File: src/rtl/riscv_fetch_pkg.sv
// Shared types for the RISC-V instruction fetch stage: queue entry layout,
// fetch FSM states and instruction-size constants.
package riscv_fetch_pkg;

  typedef struct packed {
    logic [31:0] pc;
    logic [31:0] instr;
  } fetch_entry_t;

  typedef enum logic {
    FETCH = 1'b0,
    DRAIN = 1'b1
  } fetch_state_e;

  localparam int INSTR_BYTES = 4;

  // Force a byte address onto a 32-bit instruction boundary.
  function automatic logic [31:0] align_pc(input logic [31:0] addr);
    return addr & ~32'h0000_0003;
  endfunction

endpackage

File: src/rtl/riscv_fetch_queue.sv
// Synchronous FIFO of fetch_entry_t used both as the fetch queue and as the
// in-flight request PC tracker. Clear wins over push and pop. Storage is not
// reset; only pointers and the occupancy count are.
module riscv_fetch_queue
  import riscv_fetch_pkg::*;
#(
  parameter int DEPTH = 4
) (
  input  logic                   clk_i,
  input  logic                   rst_i,
  input  logic                   clear_i,
  input  logic                   push_i,
  input  fetch_entry_t           data_i,
  input  logic                   pop_i,
  output logic [$clog2(DEPTH):0] count_o,
  output fetch_entry_t           head_o
);

  localparam int AW = $clog2(DEPTH);

  fetch_entry_t  mem_q [DEPTH];
  logic [AW-1:0] wr_ptr_q, wr_ptr_d;
  logic [AW-1:0] rd_ptr_q, rd_ptr_d;
  logic [AW:0]   count_q, count_d;
  logic          do_push;
  logic          do_pop;

  // Next pointers and count; a pop on an empty FIFO is ignored.
  always_comb begin
    do_push  = push_i && !clear_i;
    do_pop   = pop_i && !clear_i && (count_q != '0);
    wr_ptr_d = wr_ptr_q;
    rd_ptr_d = rd_ptr_q;
    count_d  = count_q;
    if (clear_i) begin
      wr_ptr_d = '0;
      rd_ptr_d = '0;
      count_d  = '0;
    end else begin
      if (do_push) wr_ptr_d = wr_ptr_q + AW'(1);
      if (do_pop)  rd_ptr_d = rd_ptr_q + AW'(1);
      count_d = count_q + (AW+1)'(do_push) - (AW+1)'(do_pop);
    end
  end

  // Control state register.
  always_ff @(posedge clk_i) begin
    if (rst_i) begin
      wr_ptr_q <= '0;
      rd_ptr_q <= '0;
      count_q  <= '0;
    end else begin
      wr_ptr_q <= wr_ptr_d;
      rd_ptr_q <= rd_ptr_d;
      count_q  <= count_d;
    end
  end

  // Entry storage write.
  always_ff @(posedge clk_i) begin
    if (do_push) mem_q[wr_ptr_q] <= data_i;
  end

  assign head_o  = mem_q[rd_ptr_q];
  assign count_o = count_q;

endmodule

File: src/rtl/riscv_fetch_stage.sv
// RISC-V IF stage: issues in-order word fetches, tags returned instructions
// with their PC in a fetch queue and presents the head to ID. A redirect
// flushes the queue and drops responses still in flight (DRAIN state).
// Optional macro RISCV_FETCH_PERF_EN adds stall/drop performance counters.
module riscv_fetch_stage
  import riscv_fetch_pkg::*;
#(
  parameter logic [31:0] RESET_PC = 32'h8000_0000,
  parameter int          FQ_DEPTH = 4
) (
  input  logic        clk,
  input  logic        rst,
  input  logic        stall_if,
  input  logic        redirect_valid,
  input  logic [31:0] redirect_pc,
  output logic        imem_req_valid,
  input  logic        imem_req_ready,
  output logic [31:0] imem_req_addr,
  input  logic        imem_rsp_valid,
  input  logic [31:0] imem_rsp_data,
  output logic        if_id_valid,
  output logic [31:0] if_id_pc,
`ifdef RISCV_FETCH_PERF_EN
  output logic [31:0] if_id_instr,
  output logic [31:0] perf_stall_cycles,
  output logic [31:0] perf_drop_count
`else
  output logic [31:0] if_id_instr
`endif
);

  localparam int CW = $clog2(FQ_DEPTH) + 1;

  fetch_state_e  state_q, state_d;
  logic [31:0]   pc_q, pc_d;
  logic [CW-1:0] drop_q, drop_d;
  logic [CW-1:0] q_count;
  logic [CW-1:0] pf_count;
  fetch_entry_t  q_head;
  fetch_entry_t  pf_head;
  fetch_entry_t  q_push_data;
  fetch_entry_t  pf_push_data;
  logic          credit_ok;
  logic          req_fire;
  logic          q_push;
  logic          q_pop;

  // Outstanding requests (pf_count) plus buffered entries may never exceed
  // the queue depth, so every response always has a free slot.
  assign credit_ok = ({1'b0, q_count} + {1'b0, pf_count}) < (CW+1)'(FQ_DEPTH);
  assign req_fire  = imem_req_valid && imem_req_ready;
  assign q_push    = imem_rsp_valid && !redirect_valid && (drop_q == '0);
  assign q_pop     = if_id_valid && !stall_if && !redirect_valid;

  // Build queue entries: response data tagged with its request PC.
  always_comb begin
    pf_push_data       = '0;
    pf_push_data.pc    = pc_q;
    q_push_data        = pf_head;
    q_push_data.instr  = imem_rsp_data;
  end

  riscv_fetch_queue #(.DEPTH(FQ_DEPTH)) u_fetch_q (
    .clk_i   (clk),
    .rst_i   (rst),
    .clear_i (redirect_valid),
    .push_i  (q_push),
    .data_i  (q_push_data),
    .pop_i   (q_pop),
    .count_o (q_count),
    .head_o  (q_head)
  );

  // In-flight PCs: one entry per accepted request, retired by every response
  // (kept or dropped), so its count is the outstanding-request count.
  riscv_fetch_queue #(.DEPTH(FQ_DEPTH)) u_pc_fifo (
    .clk_i   (clk),
    .rst_i   (rst),
    .clear_i (1'b0),
    .push_i  (req_fire),
    .data_i  (pf_push_data),
    .pop_i   (imem_rsp_valid),
    .count_o (pf_count),
    .head_o  (pf_head)
  );

  // Fetch FSM next state, PC update, drop accounting and request valid.
  always_comb begin
    state_d        = state_q;
    pc_d           = pc_q;
    drop_d         = drop_q;
    imem_req_valid = 1'b0;
    case (state_q)
      FETCH:   imem_req_valid = !redirect_valid && credit_ok;
      DRAIN:   imem_req_valid = 1'b0;
      default: imem_req_valid = 1'b0;
    endcase
    if (rst) imem_req_valid = 1'b0;
    if (req_fire) pc_d = pc_q + 32'(INSTR_BYTES);
    if (imem_rsp_valid && (drop_q != '0)) drop_d = drop_q - CW'(1);
    if (redirect_valid) begin
      pc_d   = align_pc(redirect_pc);
      drop_d = pf_count - CW'(imem_rsp_valid);
    end
    state_d = (drop_d != '0) ? DRAIN : FETCH;
  end

  // FSM, PC and drop counter registers.
  always_ff @(posedge clk) begin
    if (rst) begin
      state_q <= FETCH;
      pc_q    <= RESET_PC;
      drop_q  <= '0;
    end else begin
      state_q <= state_d;
      pc_q    <= pc_d;
      drop_q  <= drop_d;
    end
  end

  assign imem_req_addr = pc_q;
  assign if_id_valid   = !rst && (q_count != '0);
  assign if_id_pc      = q_head.pc;
  assign if_id_instr   = q_head.instr;

`ifdef RISCV_FETCH_PERF_EN
  logic [31:0] perf_stall_q;
  logic [31:0] perf_drop_q;

  // Free-running wrap-around event counters.
  always_ff @(posedge clk) begin
    if (rst) begin
      perf_stall_q <= '0;
      perf_drop_q  <= '0;
    end else begin
      if (if_id_valid && stall_if) perf_stall_q <= perf_stall_q + 32'd1;
      if (imem_rsp_valid && (redirect_valid || (drop_q != '0)))
        perf_drop_q <= perf_drop_q + 32'd1;
    end
  end

  assign perf_stall_cycles = perf_stall_q;
  assign perf_drop_count   = perf_drop_q;
`endif

`ifndef SYNTHESIS
  a_rsp_has_request: assert property (@(posedge clk) disable iff (rst)
    imem_rsp_valid |-> (pf_count != '0));
`endif

endmodule
File: config.mk
export PLATFORM = sky130hd
export DESIGN_NAME = riscv_fetch_stage
export DESIGN_NICKNAME = d
export VERILOG_FILES = /design/src/rtl/riscv_fetch_pkg.sv /design/src/rtl/riscv_fetch_queue.sv /design/src/rtl/riscv_fetch_stage.sv
export SDC_FILE = /design/constraint.sdc
export NUM_CORES = 1
export LEC_CHECK = 0
export ABC_AREA = 1
export ABC_CLOCK_PERIOD_IN_PS = 11100
export CORE_MARGIN = 3
export CORE_UTILIZATION = 45
export DETAILED_ROUTE_END_ITERATION = 8
export PLACE_DENSITY = 0.76
export SLEW_MARGIN = 40
export SYNTH_ARGS = -nofsm -noshare
export SYNTH_HDL_FRONTEND = slang
export SYNTH_SLANG_ARGS = --single-unit
File: constraint.sdc
create_clock -name clk -period 11.1 [get_ports clk]
set_clock_uncertainty 0.2 [all_clocks]
set_input_delay 2.22 -clock clk [delete_from_list [all_inputs] [get_ports clk]]
set_output_delay 2.22 -clock clk [all_outputs]
set_load 0.03 [all_outputs]
==> results.yml <==
outcome:
  status: "completed"
sta:
  rsz0062_at_grt: "false"
  finalMaxSlewViolations: 0
  relSlewSlack_pct: 52.1
  finalSetupViolCount: 0
  finalCriticalPeriod_ns: 6.44
  final_hold_viol_count: 0
  worst-slew-pin-transition_ns: 0.719
  setup_ws_ns: 4.66
  tns_ns: 0
  fin_crit_sh_pct: 58.0
  fmax_ghz: 0.155
  worst_hold_slack_ns: 0.258
cts:
  cts_num_sinks: 420
  cts_resized: 0
  clk_latency_ns: 0.53
  cts_buffer_depth: 3
  cts_tree: "yes"
  path_clk_slew_ns: 0.06
  holdBufCountCts: 0
  htreeDepth: 2
  cts_setup_buffers: 0
  cts-root-buf: "clkbuf_16"
  numCtsBuffers: 43
job:
  maxCapViolations: 0
setup_path:
  crit_slowest_cell: "clkdlybuf4s50_1"
  cp.required_ns: 8.68
  cp_cell_sequence: "clkdlybuf4s50_1, buf_4, nor2_4, nand2_2, nor2_4, clkdlybuf4s50_1"
  crit_arrival_ns: 4.02
  critPathLaunchType: "input pin"
  crit_type: "input pin to primary output"
  cp_num_buf_inv: 3
  cp_max_fo: 30
  slowest_delay_ns: 0.69
  crit_family: "buffers and inverters"
  cp-end-kind: "primary output"
layout:
  final_cell_count_no_fill: 2142
  num_antenna_cells: 0
  fin_area_um2: 20600
  area.sequential_um2: 12100
  syn2layout_area_growth_pct: 21.4
  multi_input_comb_area_um2: 4260
  n_fill_cell: 2972
  final_util_pct: 55.9
  drive_above_1_share_pct: 6.29
  fin_nets: 1696
global_routing:
  grt_pass1_vias: 10900
  antenna_found_initial: 0
  grt_max_degree: 71
  grt_use_total_pct: 18.1
  grt_pass1_wl_um: 58800
  overflow: 0
logic_synthesis:
  synth_area_leaders: "edfxtp_1, dfxtp_1, o21ai_0, nor2_1, nand2_1"
  synth_edf_count: 368
  yosysWarningCount: 0
  syn_inst: 1457
  synth_top_area_share_pct: 65.1
  avgSynthCellArea_um2: 11.7
  synthDistinctLibCells: 32
  async_flop_share_pct: 0
  synth_area_um2: 17000
  yosysSeqAreaShare_pct: 71.2
  ys_ff_latch: 420
  synth_top_cell_by_area: "edfxtp_1"
  synth_ff_type: "edfxtp_1"
detailed_routing:
  drtIter0Drc: 882
  wl_per_cell_um: 17.5
  via_per_inst: 5.30
  drc: 0
  drt_wl_total_um: 37400
  antenna_left: 0
  first_pass_iters: 6
  dr_total_vias: 11300
pwr:
  p_seq_share_pct: 49.6
  p_int_mw: 2.85
  ir_drop_v: 0.000119
  switchingPower_uw: 907
  p_sw_share_pct: 24.2
  power.density_nw_per_um2: 182
  clkPwrFrac_pct: 38.8
  combPwrFrac_pct: 11.7
  p_leak_nw: 7.10
  p_total_mw: 3.76
place:
  buffer_ports.inserted: 161
  placed_cells: 2064
  place.gp.congestion: 0.877
  placed_cell_area_um2: 19200
  dp_slack_ns: 4.64
  place_hpwl_um: 21900
die:
  die_y_um: 200
  io_pins: 168
  core_area_um2: 36900
  rows: 70
  die_area_um2: 40100
  die_width_um: 200
  initial_core_util_pct: 46.0
worst_hold_path:
  hp-class: "register to register"
[synthesized netlist by cell type (4+ instances only)]
| cell type | n |
|---|---|
| nand3_1 | 44 |
| o22ai_1 | 92 |
| edfxtp_1 | 368 |
| inv_1 | 91 |
| o21ai_0 | 204 |
| buf_4 | 5 |
| dfxtp_1 | 52 |
| ha_1 | 19 |
| a21oi_1 | 35 |
| buf_2 | 12 |
| xor2_1 | 7 |
| xnor2_1 | 6 |
| a22oi_1 | 4 |
| clkbuf_1 | 55 |
| nor2_1 | 259 |
| nand2_1 | 176 |
[layout make-up]
| class | instances | share of cell area (%) |
|---|---|---|
| multi-input cells | 869 | 20.7 |
| flip-flops and latches | 420 | 58.7 |
| clock buffers | 51 | 5.57 |
| repair buffers | 178 | 8.84 |
| well taps | 504 | 3.06 |
| inverters | 93 | 1.72 |
| clock inverters | 27 | 1.43 |
[cells in the final DEF, fill, tap and decap left out, drive strengths merged, types with 19 or more instances in the layout]
cell type      instances
inv                   93
ha                    19
clkbuf                51
o22ai                 92
clkdlybuf4s50        161
o21ai                204
nor2                 263
a21oi                 35
nand3                 44
nand2                179
dfxtp                 52
edfxtp               368
[final timing paths]
check / from / endpoint / slack (ns) / cells after the start
hold / removal: u_fetch_q.rd_ptr_q[1] / register / 0.26 / 2
hold reg to reg: u_fetch_q.rd_ptr_q[1] / register / 0.26 / 2
setup / recovery: rst / imem_req_valid / 4.66 / 6
setup reg to reg: u_fetch_q.count_o[1] / u_pc_fifo.count_o[2] / 7.89 / 11
[power groups by stage]
stage               Combinational (mW)  Sequential, mW  Clock, mW
floorplan                        0.264            1.89          0
global placement                 0.419            1.89          0
detailed placement               0.438            1.89          0
CTS                              0.442            1.86       1.48
global route                     0.484            1.87       1.55
finish                           0.438            1.86       1.46
[kinds of logic after synthesis]
kind of cell,after synthesis,share of synthesized area [%]
other,1,0.0221
XOR/XNOR,13,0.671
AO/OA/AOI/OAI,341,10.9
adder cells (fa/ha/maj),21,1.64
flip-flops,420,71.2
AND/OR/NAND/NOR,490,11.4
buffers and inverters,171,4.12
[tightest hold or removal path: cells and delay by family, from the launching register on]
kind	cells	cell delay, ns
buffers and inverters	1	0.06
AO/OA/AOI/OAI	1	0.06
flip-flops	1	0.30
[registers in the layout, summed over array words and instances (netlist names), named ones only]
| signal | count |
|---|---|
| u_pc_fifo.count_o | 3 |
| u_pc_fifo.rd_ptr_q | 2 |
| u_pc_fifo.wr_ptr_q | 2 |
| u_fetch_q.wr_ptr_q | 2 |
| u_fetch_q.count_o | 3 |
| drop_q | 3 |
| u_pc_fifo.mem_q | 120 |
| u_fetch_q.mem_q | 248 |
| state_q | 1 |
| u_fetch_q.rd_ptr_q | 2 |
| imem_req_addr | 30 |
[layer usage]
metal	part of all wire [%]	global-route usage (%)
met1	42	24.5
met2	48	30.5
met3	7.5	3.04
met4	2.0	5.16
met5	0	0
Power figures use the tool's default switching activity.
